File: src/rtl/mem_access.sv
// mem_access: single-outstanding bus master for the MEM stage with a
// one-deep pending buffer.
//
// Requests are sampled from EX_MEM* on every clock edge. A request is legal
// when exactly one of rden/wren is nonzero and the address is word aligned.
// Illegal requests are dropped and flagged on MEM_err. Requests that arrive
// while both the active slot and the pending buffer are full are also dropped
// and flagged. The active request is held on bus_* until bus_ack, or until
// TIMEOUT wait cycles pass, in which case it is aborted and flagged.
//
// Ports
//   clk, rst          clock, async active-high reset
//   EX_MEMaddr/rden/wren/wrdata   request inputs
//   bus_req/we/addr/be/wdata      active bus request (all registered)
//   bus_ack, bus_rdata            completion and read data
//   MEM_x_rd_vld, MEM_x_rd        load result strobe and held value
//   MEM_busy                      active slot occupied
//   MEM_err                       one-cycle error strobe
module mem_access #(
  parameter int TIMEOUT = 255
) (
  input  logic        clk,
  input  logic        rst,
  input  logic [31:0] EX_MEMaddr,
  input  logic [3:0]  EX_MEMrden,
  input  logic [3:0]  EX_MEMwren,
  input  logic [31:0] EX_MEMwrdata,
  output logic        bus_req,
  output logic        bus_we,
  output logic [31:0] bus_addr,
  output logic [3:0]  bus_be,
  output logic [31:0] bus_wdata,
  input  logic        bus_ack,
  input  logic [31:0] bus_rdata,
  output logic        MEM_x_rd_vld,
  output logic [31:0] MEM_x_rd,
  output logic        MEM_busy,
  output logic        MEM_err
);

  localparam logic [7:0] TO = 8'(TIMEOUT);

  typedef enum logic {IDLE, BUS} state_t;

  typedef struct packed {
    logic [31:0] addr;
    logic [3:0]  be;
    logic        we;
    logic [31:0] wdata;
  } req_t;

  state_t      state_q, state_d;
  req_t        act_q, act_d, pend_q, pend_d, new_req;
  logic        pend_vld_q, pend_vld_d;
  logic [7:0]  wait_q, wait_d;
  logic        rd_vld_q, rd_vld_d;
  logic [31:0] rd_q, rd_d;
  logic        err_q, err_d;

  logic rd_nz, wr_nz, aligned, req_ok, req_bad, timeout_hit, done;

  always_comb begin
    rd_nz   = |EX_MEMrden;
    wr_nz   = |EX_MEMwren;
    aligned = (EX_MEMaddr[1:0] == 2'b00);
    req_ok  = (rd_nz ^ wr_nz) & aligned;
    req_bad = (rd_nz & wr_nz) | ((rd_nz | wr_nz) & ~aligned);

    new_req.addr  = EX_MEMaddr;
    new_req.be    = wr_nz ? EX_MEMwren : EX_MEMrden;
    new_req.we    = wr_nz;
    new_req.wdata = wr_nz ? EX_MEMwrdata : 32'h0;

    // ack wins over timeout when both land on the same edge
    timeout_hit = ~bus_ack && ((wait_q + 8'd1) == TO);
    done        = (state_q == BUS) && (bus_ack || timeout_hit);

    state_d    = state_q;
    act_d      = act_q;
    pend_d     = pend_q;
    pend_vld_d = pend_vld_q;
    wait_d     = wait_q;
    rd_vld_d   = 1'b0;
    rd_d       = rd_q;
    err_d      = req_bad;

    case (state_q)
      IDLE: begin
        if (req_ok) begin
          state_d = BUS;
          act_d   = new_req;
          wait_d  = 8'd0;
        end
      end
      BUS: begin
        if (done) begin
          if (bus_ack && !act_q.we) begin
            rd_vld_d = 1'b1;
            for (int i = 0; i < 4; i++)
              rd_d[8*i +: 8] = act_q.be[i] ? bus_rdata[8*i +: 8] : 8'h00;
          end
          if (timeout_hit) err_d = 1'b1;
          wait_d = 8'd0;
          // pending is older than the same-edge request, so it goes first
          if (pend_vld_q) begin
            act_d      = pend_q;
            pend_vld_d = req_ok;
            if (req_ok) pend_d = new_req;
          end else if (req_ok) begin
            act_d = new_req;
          end else begin
            state_d = IDLE;
          end
        end else begin
          wait_d = wait_q + 8'd1;
          if (req_ok) begin
            if (pend_vld_q) begin
              err_d = 1'b1;
            end else begin
              pend_d     = new_req;
              pend_vld_d = 1'b1;
            end
          end
        end
      end
      default: state_d = IDLE;
    endcase
  end

  always_ff @(posedge clk or posedge rst) begin
    if (rst) begin
      state_q    <= IDLE;
      act_q      <= '0;
      pend_q     <= '0;
      pend_vld_q <= 1'b0;
      wait_q     <= 8'd0;
      rd_vld_q   <= 1'b0;
      rd_q       <= 32'h0;
      err_q      <= 1'b0;
    end else begin
      state_q    <= state_d;
      act_q      <= act_d;
      pend_q     <= pend_d;
      pend_vld_q <= pend_vld_d;
      wait_q     <= wait_d;
      rd_vld_q   <= rd_vld_d;
      rd_q       <= rd_d;
      err_q      <= err_d;
    end
  end

  assign bus_req      = (state_q == BUS);
  assign MEM_busy     = (state_q == BUS);
  assign bus_we       = act_q.we;
  assign bus_addr     = act_q.addr;
  assign bus_be       = act_q.be;
  assign bus_wdata    = act_q.wdata;
  assign MEM_x_rd_vld = rd_vld_q;
  assign MEM_x_rd     = rd_q;
  assign MEM_err      = err_q;

endmodule

File: config.mk
export PLATFORM = sky130hd
export DESIGN_NAME = mem_access
export DESIGN_NICKNAME = d
export VERILOG_FILES = /design/src/rtl/mem_access.sv
export SDC_FILE = /design/constraint.sdc
export NUM_CORES = 1
export LEC_CHECK = 0
export ABC_AREA = 1
export BUFFER_PORTS_ARGS = -buffer_cell sky130_fd_sc_hd__buf_4
export CORE_ASPECT_RATIO = 0.7
export CORE_MARGIN = 2
export CORE_UTILIZATION = 50
export DETAILED_ROUTE_END_ITERATION = 16
export HOLD_SLACK_MARGIN = 0.15
export PLACE_DENSITY = 0.88
export SETUP_SLACK_MARGIN = 0.3
export SYNTH_ARGS = -nofsm -noshare
export SYNTH_HDL_FRONTEND = slang
export SYNTH_SLANG_ARGS = --single-unit
File: constraint.sdc
create_clock -name clk -period 6.9 [get_ports clk]
set_clock_uncertainty 0.05 [all_clocks]
set_input_delay 1.38 -clock clk [delete_from_list [all_inputs] [get_ports clk]]
set_output_delay 1.38 -clock clk [all_outputs]
set_load 0.005 [all_outputs]
# Yosys cells after proc, flatten, opt, wreduce, memory -nomap -nowiden
# Cells that the tools add are included.
[word_totals]
output_inout_bits = 105
regBits = 182
word_cells = 74
[classes]
n_reduce_logical = 12
eq_ne = 5
bitwise = 9
addsub = 1
mux = 33
[op_table]
columns = ["cell", "n"]
rows = [
  ["69-bit two-way mux", 8],
  ["69-bit case mux with 2 select lines", 1],
  ["8-bit two-way mux", 6],
  ["32-bit two-way mux", 1],
  ["8-bit case mux with 2 select lines", 1],
  ["1-bit two-way mux", 14],
  ["8-bit by 1-bit adder with 8-bit output (second input constant)", 1],
  ["8-bit equality test (second input constant)", 1],
  ["4-bit OR reduction", 2],
  ["4-bit two-way mux", 1],
  ["2-bit by 1-bit inequality test with 1-bit output (second input constant)", 2],
  ["2-bit inequality test (second input constant)", 2],
  ["4-bit AND reduction", 1],
  ["1-bit AND", 3],
  ["1-bit logical AND", 3],
  ["1-bit inverter", 3],
  ["3-bit AND reduction", 1],
  ["2-bit zero test", 1],
  ["1-bit bitwise OR", 2],
  ["1-bit case mux with 2 select lines", 1],
  ["2-bit AND reduction", 1],
  ["2-bit nonzero test", 1],
  ["1-bit zero test", 1],
  ["1-bit logical OR", 1],
  ["1-bit XOR", 1],
]

# Logic depth before layout (Yosys ltp)
# Gate-level depths: netlist of the first run.
[logic_depth]
ltp_word = 8
mapped_depth = 14
ltp_nobuf = 12

# Worst setup path after synthesis of the first run
# No wires, ideal clock.
[synth_path]
kind = "input to register"
startpoint = "input port EX_MEMrden[3]"
endpoint = "register pend_q[0] (netlist name)"
arrival_time_ns = 3.194
path_slack_ns = 3.590
path_stages = 9
path_cell_list = "nor4_1 inv_1 ha_1 nand2_1 nor2_1 clkbuf_1 clkbuf_1 nand4_1 nand2_1"
[synth_via]
elab_chain_cells = 4
[synth_rtl]
columns = ["item", "line_no", "text"]
rows = [
  ["start, declared", "25", "input logic [3:0] EX_MEMrden,"],
  ["4-bit OR reduction", "63", "rd_nz = |EX_MEMrden;"],
  ["1-bit XOR", "66", "req_ok = (rd_nz ^ wr_nz) & aligned;"],
  ["1-bit AND", "66", ""],
  ["4-bit AND reduction (no line)", "n/a", ""],
  ["end signal, assigned", "143", "pend_q <= pend_d;"],
  ["end, declared", "53", "req_t act_q, act_d, pend_q, pend_d, new_req;"],
]
# No other way between the ends.
# A chain may end at the register's enable or synchronous reset.

# Worst setup path after layout of the first run
[layout_path]
startpoint = "input port EX_MEMrden[3]"
endpoint = "register act_q (netlist bit bus_wdata[20])"
[layout_via]
elab_chain_cells = 7
[layout_rtl]
columns = ["item", "line_no", "text"]
rows = [
  ["4-bit OR reduction (*)", "63", ""],
  ["1-bit XOR (*)", "66", ""],
  ["1-bit AND (*)", "66", ""],
  ["69-bit two-way mux (*)", "n/a", ""],
  ["69-bit two-way mux (2 in a row)", "n/a", ""],
  ["69-bit case mux with 2 select lines (*)", "n/a", ""],
  ["end signal, assigned", "142", "act_q <= act_d;"],
  ["end, declared", "53", ""],
]
# Mark *: on every way between the ends. The rest lies on a longest branch, timed or not. The select of a mux whose other input is x is not followed.

==> results of run 1 <==
-- logic make-up after synthesis --
kind of cell | after synthesis | share of synthesized area [%]
adders and majority gates | 4 | 0.6121
buffers and inverters | 160 | 8.125
and+or+nand+nor | 393 | 21.22
DFF | 182 | 55.70
AOI/OAI and AO/OA | 199 | 14.34
-- power breakdown --
part           switching [mW]  total (mW)  internal (mW)  leakage (nW)
Combinational           0.317       0.697          0.380          2.70
Sequential              0.181        1.47           1.29          2.37
Clock                   0.407       0.969          0.562         0.270
-- worst max-delay path: cells and delay by family --
kind / cells / cell delay [ns]
adders and majority gates: 1 / 0.29
and+or+nand+nor: 5 / 2.26
AOI/OAI and AO/OA: 1 / 0.13
buffers and inverters: 4 / 0.93
-- cells in the final DEF (no fill, tap or decap), drive strengths merged --
cell type	netlist	final
a32o	10	10
clkbuf	42	21
inv	86	87
buf	31	219
dfrtp	182	182
a22oi	33	33
nor3	1	1
nor2	47	47
nand4	69	69
nand2	226	226
nand3	49	49
o21bai	1	1
o21ai	75	75
ha	4	4
clkinvlp	0	6
a21oi	51	51
bufinv	0	2
nor4	1	1
o22ai	25	25
clkinv	1	2
a21o	4	4
-- flip-flops by register name (all words and copies together) (netlist names) --
| register | flops |
|---|---|
| wait_q | 8 |
| bus_wdata | 32 |
| pend_vld_q | 1 |
| MEM_x_rd | 32 |
| MEM_err | 1 |
| bus_be | 4 |
| MEM_x_rd_vld | 1 |
| MEM_busy | 1 |
| bus_addr | 32 |
| bus_we | 1 |
| pend_q | 69 |
-- worst paths after layout --
check	from	end	slack, ns	depth (start not counted)
min in group asynchronous	rst	MEM_x_rd[12]$_DFFE_PP0P_	1.16	2
hold / removal	pend_q[20]$_DFFE_PP0P_	pend_q[20]$_DFFE_PP0P_	0.43	2
max in group asynchronous	rst	pend_q[26]$_DFFE_PP0P_	4.20	3
setup reg to reg	MEM_busy$_DFF_PP0_	bus_wdata[20]$_DFFE_PP0P_	2.58	7
hold reg to reg	pend_q[20]$_DFFE_PP0P_	pend_q[20]$_DFFE_PP0P_	0.43	2
setup / recovery	EX_MEMrden[3]	bus_wdata[20]$_DFFE_PP0P_	2.19	11
-- per-stage QoR --
stage                     hold slack, ns  cells
final                             0.4258   1340
after global routing              0.4415   1340
after CTS                         0.4250   1340
after detailed placement          0.4087   1309
after global placement            0.4034   1309
after floorplan                   0.3922    938
-- metal layers --
metal	vias up	track usage (%)
met3	30	6.059
li1	3493	-
met4	0	8.257
met2	351	40.44
met1	3603	38.15
met5	-	0
-- final cells by class --
| class | count | area share (%) |
|---|---|---|
| clock inverters | 10 | 1.181 |
| clock buffers | 21 | 4.530 |
| multi-input cells | 596 | 28.70 |
| inverters | 87 | 3.193 |
| repair buffers | 219 | 15.83 |
| flip-flops and latches | 182 | 43.86 |
| well taps | 225 | 2.711 |
==> impl_metrics.py, run 1 <==
metrics = {
    "yosys": {
        "synth_most_common_cell": "nand2_1",
        "async_reset_ff_share_pct": 100.0,
        "synth_commonest_cells": "224 x nand2_1, 182 x dfrtp_1, 83 x inv_1, 69 x nand4_1, 65 x o21ai_0",
        "synthCells": 938,
        "syn_avg_cell_area_um2": 8.717,
        "yosysWarningCount": 0,
        "synth_seq_cells": 182,
        "synth_area_leaders": "dfrtp_1 56%, nand2_1 10%, nand4_1 5.3%",
        "synth.yosys.seq_area_share_pct": 55.70,
        "synth_top_area_share_pct": 55.70,
        "synth_area_um2": 8177,
        "yosysTopAreaCell": "dfrtp_1",
        "syn_nets": 1049,
        "synth_ff_type": "dfrtp_1",
        "synth_edf_count": 0,
        "synth_cell_type_count": 28,
    },
    "floorplanning": {
        "dieArea_um2": 17410,
        "die_width_um": 156.8,
        "initial_utilization_pct": 50.62,
        "die_h_um": 111.0,
        "io_pins": 212,
        "rows": 39,
        "fp.coreArea_um2": 16150,
    },
    "drt": {
        "highest_layer": "met4",
        "wl_met2_mm": 10.36,
        "route.detailed.drc": 0,
        "met3WireLength_mm": 2.048,
        "routed_via_density": 5.580,
        "drt-initial-drc-count": 835,
        "drtPass1Iterations": 5,
        "vias": 7477,
        "routedWlPerCell_um": 16.96,
        "ant_nets": 0,
        "wirelength_mm": 22.73,
        "drt-met1-wl_mm": 10.00,
    },
    "grt": {
        "antenna_found_initial": 0,
        "groute.usage.overall_pct": 26.59,
        "grt_overflow": 0,
        "grt_pass1_vias": 7233,
        "grt_max_degree": 118,
        "grt_pass1_wl_mm": 36.58,
    },
    "timing": {
        "worst_slack_ns": 2.193,
        "relSlewSlack_pct": 32.47,
        "setup-tns-final_ns": 0,
        "finalHoldViolations": 0,
        "slew_violations": 0,
        "finalSetupViolations": 0,
        "rsz0062_at_grt": "false",
        "post-route-period-util_pct": 68.22,
        "tightest_slew_ns": 1.013,
        "layout_min_cycle_time_ns": 4.707,
        "timing.fmax_ghz": 0.2124,
    },
    "worst_setup_path": {
        "cp-end-kind": "flip-flop",
        "crit_arrival_ns": 5.00,
        "cp_max_fo": 45,
        "crit_slowest_cell": "nand2_2",
        "critPathKind": "in -> reg",
        "cp-start-kind": "input port",
        "slowest_delay_ns": 1.02,
        "crit_chain": "buf_4 -> nor4_1 -> inv_1 -> ha_1 -> nand2_1 -> inv_1 -> nor2_1 -> clkinv_1 -> nand2_2 -> nand2_1 -> o21ai_1",
        "required_ns": 7.19,
    },
    "clocking": {
        "numCtsBuffers": 17,
        "cts_resized": 0,
        "cts_sinks": 182,
        "h-tree-depth": 4,
        "tritoncts": "done",
        "cts_hold_buf": 0,
        "cts_setup_buffers": 0,
        "cts.clk_slew.worst_paths_ns": 0.07,
        "clock-root-buffer": "clkbuf_16",
        "clk_latency_ns": 0.42,
        "clk_path_buf_depth": 2,
    },
    "finish": {
        "syn_to_final_growth_pct": 27.01,
        "drive_above_1_share_pct": 23.59,
        "final_area_um2": 10390,
        "multi_input_area_um2": 2980,
        "nNetsFinal": 1214,
        "finish.utilization_pct": 64.30,
        "fillers": 1326,
        "diodes": 0,
        "regArea_um2": 4554,
    },
    "pwr": {
        "p_total_mw": 3.138,
        "leakagePower_nw": 5.336,
        "p_per_area_nw_per_um2": 302.2,
        "peakVddDrop_v": 0.0001544,
    },
    "placement": {
        "post_dp_cell_area_um2": 9792,
        "pre_cts_ws_ns": 1.948,
        "port_buffers": 211,
        "gp_congestion": 0.8423,
        "hpwlAfterDp_mm": 14.20,
    },
    "hold_path": {
        "hold_class": "reg -> reg",
    },
    "run": {
        "cap_viol_max_count": 0,
    },
    "run_status": {
        "outcome": "finished, final reports clean",
    },
}
(Power assumes the default switching activity.)
==> run 2: changes to the inputs <==
- ABC_AREA: 1 -> 0
- PLACE_DENSITY: 0.88 -> 0.89
- clock period: 6.9 -> 4.7 ns (I/O delays scaled with it)
==> run 2 against run 1 <==
Against the previous run:
- clock power rose by 55%
- core utilization rose by 3.1 points
- worst setup slack got worse by 0.78 ns
- power rose by 39%
- register-to-register slack got worse by 1.0 ns
- first-iteration DRC count fell by 25%
- combinational power rose by 16%
- sequential power rose by 39%
- critical endpoint is now pend_q[12]$_DFFE_PP0P_
==> impl_metrics.py, run 2 <==
metrics = {
    "clocking": {
        "numCtsBuffers": 17,
        "tritoncts": "done",
        "clock-root-buffer": "clkbuf_16",
        "clk_path_buf_depth": 2,
        "h-tree-depth": 4,
        "cts_setup_buffers": 0,
        "cts_resized": 0,
        "clk_latency_ns": 0.41,
        "cts.clk_slew.worst_paths_ns": 0.07,
        "cts_hold_buf": 0,
        "cts_sinks": 182,
    },
    "worst_setup_path": {
        "cp-end-kind": "flip-flop",
        "cp_max_fo": 42,
        "required_ns": 4.99,
        "crit_arrival_ns": 3.58,
        "cp-start-kind": "input port",
        "critPathKind": "in -> reg",
    },
    "timing": {
        "slew_violations": 0,
        "post-route-period-util_pct": 69.91,
        "setup-tns-final_ns": 0,
        "relSlewSlack_pct": 26.44,
        "finalHoldViolations": 0,
        "worst_slack_ns": 1.414,
        "layout_min_cycle_time_ns": 3.286,
        "hold_ws_ns": 0.4329,
        "rsz0062_at_grt": "false",
        "tightest_slew_ns": 1.099,
        "timing.fmax_ghz": 0.3044,
        "finalSetupViolations": 0,
    },
    "finish": {
        "final_common_cell": "buf_4",
        "largest_reg_flops": 69,
        "finish.utilization_pct": 67.44,
        "syn_to_final_growth_pct": 30.20,
        "nNetsFinal": 931,
        "diodes": 0,
        "final_cell_mix": "221 x buf_4, 182 x dfrtp_1, 75 x nand2_1, 39 x o21ai_0",
        "drive_above_1_share_pct": 35.53,
        "top_register": "pend_q",
    },
    "drt": {
        "met3WireLength_mm": 1.346,
        "highest_layer": "met4",
        "drtPass1Iterations": 5,
        "routed_via_density": 5.751,
        "vias": 5912,
        "wirelength_mm": 18.94,
        "wl_met2_mm": 8.510,
        "drt-met1-wl_mm": 8.904,
        "routedWlPerCell_um": 18.42,
        "drt-initial-drc-count": 624,
        "route.detailed.drc": 0,
        "ant_nets": 0,
    },
    "yosys": {
        "syn_avg_cell_area_um2": 12.12,
        "synth_edf_count": 0,
        "synth_most_common_cell": "dfrtp_1",
        "synth_area_leaders": "dfrtp_1 59%, mux2_4 6.8%, o2bb2ai_1 4.2%",
        "synth.yosys.seq_area_share_pct": 59.17,
        "synth_cell_type_count": 45,
        "synth_commonest_cells": "182 x dfrtp_1, 75 x nand2_1, 39 x o21ai_0",
        "syn_nets": 746,
        "yosysTopAreaCell": "dfrtp_1",
        "synthCells": 635,
        "synth_area_um2": 7697,
        "async_reset_ff_share_pct": 100.0,
        "synth_top_area_share_pct": 59.17,
        "synth_ff_type": "dfrtp_1",
        "synth_seq_cells": 182,
        "yosysWarningCount": 0,
    },
    "hold_path": {
        "hold_class": "reg -> reg",
    },
    "floorplanning": {
        "initial_utilization_pct": 51.80,
        "die_h_um": 107.8,
        "rows": 37,
        "dieArea_um2": 16420,
        "fp.coreArea_um2": 14860,
        "io_pins": 212,
        "die_width_um": 152.3,
    },
    "grt": {
        "groute.usage.overall_pct": 23.70,
        "grt_pass1_wl_mm": 31.13,
        "grt_max_degree": 183,
        "grt_pass1_vias": 6010,
        "antenna_found_initial": 0,
        "grt_overflow": 0,
    },
    "pwr": {
        "peakVddDrop_v": 0.0002451,
        "p_per_area_nw_per_um2": 434.1,
        "leakagePower_nw": 4.879,
        "p_total_mw": 4.350,
    },
    "placement": {
        "port_buffers": 211,
        "pre_cts_ws_ns": 0.9931,
        "gp_congestion": 0.8856,
        "hpwlAfterDp_mm": 12.45,
    },
    "run": {
        "cap_viol_max_count": 0,
    },
    "run_status": {
        "outcome": "finished, final reports clean",
    },
}
-- run 2: routing by layer --
| metal | global-route usage (%) | vias up |
|---|---|---|
| met4 | 6.809 | 0 |
| met2 | 35.17 | 284 |
| li1 | - | 2743 |
| met1 | 35.09 | 2867 |
| met5 | 0 | - |
| met3 | 5.475 | 18 |
-- run 2: per-stage QoR --
stage                     instances  area [um2]
after floorplan                 635        7701
after global placement          996        9400
after detailed placement        996        9400
after CTS                      1028       10020
after global routing           1028       10020
final                          1028       10020
-- run 2: cell type report --
class | instances | area [um2]
fill | 1054 | 4838
sequential | 182 | 4554
multi-input combinational | 390 | 2893
timing repair buffer | 222 | 1679
clock buffer | 21 | 460.4
tap | 195 | 244.0
clock inverter | 11 | 161.4
inverter | 7 | 30.03
-- run 2: critical path, stage by stage --
cell     delay [ns]
buf_4          0.11
or4_1          0.59
ha_1           0.34
and2_1         0.22
nand2_1        0.18
a21o_4         0.58
buf_4          0.42
a22o_1         0.19
-- run 2: cells by family (layout without fill, tap and decap cells) --
family                     Yosys count  after routing  synth area share [%]
AOI/OAI and AO/OA                  235            235                 22.58
DFF                                182            182                 59.17
and+or+nand+nor                    114            114                 6.730
buffers and inverters               63            261                 3.820
muxes                               35             35                 6.827
adders and majority gates            4              4                0.6502
xor gates and xnor gates             2              2                0.2276
-- run 2: worst paths after layout --
| check | from | to | slack (ns) | cells past startpoint |
|---|---|---|---|---|
| min reg2reg | MEM_x_rd[31]$_DFFE_PP0P_ | MEM_x_rd[31]$_DFFE_PP0P_ | 0.43 | 2 |
| max in group asynchronous | rst | pend_vld_q$_DFFE_PP0P_ | 3.15 | 3 |
| max reg2reg | wait_q[0]$_DFFE_PP0P_ | pend_q[12]$_DFFE_PP0P_ | 1.56 | 8 |
| min in group asynchronous | rst | bus_addr[30]$_DFFE_PP0P_ | 0.74 | 3 |
| max | EX_MEMwren[0] | pend_q[12]$_DFFE_PP0P_ | 1.41 | 8 |
| min | MEM_x_rd[31]$_DFFE_PP0P_ | MEM_x_rd[31]$_DFFE_PP0P_ | 0.43 | 2 |
-- run 2: power breakdown --
group / internal (mW) / switching, mW
registers: 1.83 / 0.205
logic: 0.518 / 0.294
clock network: 0.880 / 0.620
==> run 3: changes to the inputs <==
- clock period: 4.7 -> 3.3 ns (I/O delays scaled with it)
==> run 3 against run 2 <==
Against the previous run:
- first-iteration DRC count down 11%
- register-to-register slack worse by 1.1 ns
- non-clock buffer count up 8
- largest power group unchanged
- worst setup slack worse by 0.98 ns
- die area unchanged
==> impl_metrics.py, run 3 (synthesized netlist as in run 2, its figures left out) <==
metrics = {
    "run_status": {
        "outcome": "finished, final reports clean",
    },
    "clocking": {
        "clk_path_buf_depth": 2,
        "clock-root-buffer": "clkbuf_16",
        "numCtsBuffers": 17,
        "h-tree-depth": 4,
        "tritoncts": "done",
        "cts.clk_slew.worst_paths_ns": 0.07,
        "clk_latency_ns": 0.42,
        "cts_hold_buf": 0,
        "cts_sinks": 182,
    },
    "drt": {
        "routed_via_density": 5.778,
        "vias": 5992,
        "drt-initial-drc-count": 556,
        "route.detailed.drc": 0,
        "routedWlPerCell_um": 18.93,
        "ant_nets": 0,
        "wirelength_mm": 19.63,
        "drtPass1Iterations": 8,
    },
    "worst_setup_path": {
        "cp-start-kind": "flip-flop",
        "r2r-start": "wait_q[0]$_DFFE_PP0P_",
        "worst-r2r-cell-count": 8,
        "required_ns": 3.56,
        "crit_chain": "ha_2 -> nand2b_1 -> or4_1 -> nand4_1 -> a21o_1 -> a21o_4 -> buf_12 -> mux2_4",
        "cp-end-kind": "flip-flop",
        "r2r_end": "pend_q[53]$_DFFE_PP0P_",
        "crit_slowest_cell": "dfrtp_1",
        "critPathKind": "reg -> reg",
        "slowest_delay_ns": 0.48,
        "reg2reg_slack_ns": 0.43,
        "crit_arrival_ns": 3.13,
        "crit_path_start": "wait_q[0]$_DFFE_PP0P_",
        "cp_max_fo": 25,
    },
    "pwr": {
        "peakVddDrop_v": 0.0003217,
        "cellInternalPower_mw": 4.416,
        "p_per_area_nw_per_um2": 597.4,
        "leakagePower_nw": 4.915,
        "p_sw_mw": 1.633,
        "power_frac_seq_pct": 48.1,
        "swShare_pct": 27.00,
        "clkPwrFrac_pct": 32.7,
        "p_total_mw": 6.050,
        "comb_power_share_pct": 19.2,
    },
    "timing": {
        "slew_violations": 0,
        "relSlewSlack_pct": 61.42,
        "rsz0062_at_grt": "false",
        "layout_min_cycle_time_ns": 2.869,
        "finalHoldViolations": 0,
        "setup-tns-final_ns": 0,
        "timing.fmax_ghz": 0.3485,
        "tightest_slew_ns": 0.5787,
        "finalSetupViolations": 0,
        "post-route-period-util_pct": 86.94,
    },
    "placement": {
        "hpwlAfterDp_mm": 13.02,
        "gp_congestion": 0.8488,
        "dp.cells": 1004,
        "port_buffers": 211,
    },
    "floorplanning": {
        "die_h_um": 107.8,
        "fp.coreArea_um2": 14860,
        "dieArea_um2": 16420,
        "die_width_um": 152.3,
        "io_pins": 212,
        "rows": 37,
        "initial_utilization_pct": 51.80,
    },
    "finish": {
        "top_register": "pend_q",
        "nNetsFinal": 940,
        "final_common_cell": "buf_4",
        "finalNonFillerCells": 1037,
        "drive_above_1_share_pct": 36.70,
        "final_cell_mix": "223 x buf_4, 182 x dfrtp_1, 75 x nand2_1, 39 x o21ai_0",
        "finish.utilization_pct": 68.15,
        "diodes": 0,
        "syn_to_final_growth_pct": 31.57,
        "largest_reg_flops": 69,
    },
    "grt": {
        "grt_max_degree": 110,
        "grt_pass1_vias": 5908,
        "antenna_found_initial": 0,
        "grt_pass1_wl_mm": 31.63,
        "grt_overflow": 0,
        "groute.usage.overall_pct": 24.25,
    },
    "hold_path": {
        "hold_class": "in -> async",
    },
    "run": {
        "cap_viol_max_count": 0,
    },
}
-- run 3: power groups by stage --
| stage | Clock [mW] | Sequential (mW) | Combinational [mW] |
|---|---|---|---|
| floorplan | 0 | 2.87 | 0.467 |
| global placement | 0 | 2.92 | 1.14 |
| detailed placement | 0 | 2.93 | 1.18 |
| CTS | 2.01 | 2.91 | 1.18 |
| global route | 2.11 | 2.96 | 1.27 |
| finish | 1.98 | 2.91 | 1.16 |
-- run 3: final cells by class --
cell class                 count  area, um2
clock buffer                  18      429.2
clock inverter                14      140.1
fill                        1098       4733
inverter                       7      30.03
multi-input combinational    391       2915
sequential                   182       4554
tap                          195      244.0
timing repair buffer         230       1814
-- run 3: critical path, delay by kind of cell, from the launching register on --
family | cells | cell delay, ns
AOI/OAI and AO/OA | 2 | 0.57
adders and majority gates | 1 | 0.30
buffers and inverters | 1 | 0.25
DFF | 1 | 0.48
muxes | 1 | 0.32
and+or+nand+nor | 3 | 0.75
-- run 3: worst max-delay path by stage --
stage / end / cells after the start
after detailed placement: pend_q[68]$_DFFE_PP0P_ / 8
after global routing: pend_q[53]$_DFFE_PP0P_ / 9
final: pend_q[53]$_DFFE_PP0P_ / 8
after CTS: pend_q[68]$_DFFE_PP0P_ / 8
after global placement: pend_q[64]$_DFFE_PP0P_ / 8
after floorplan: MEM_busy$_DFF_PP0_ / 1
-- run 3: repair_timing --
action,CTS,global route
gates resized for setup,0,3
endpoints found under the setup margin,0,30
buffers inserted,0,0
-- run 3: per-layer routing --
layer  vias up  routed length, um  track usage [%]
li1       2747                  -                -
met1      2980               9099            36.10
met2       246               9021            35.97
met3        19               1322            5.556
met4         0                187            6.609
met5         -                  0                0
-- run 3: metrics by stage --
stage	worst slack, ns	hold slack [ns]	instance area (um2)
floorplan	0.2534	0.4039	7701
global placement	0.2311	0.4133	9535
detailed placement	0.1899	0.4220	9535
CTS	0.3929	0.3257	10100
global route	0.3154	0.3304	10130
finish	0.4309	0.3019	10130
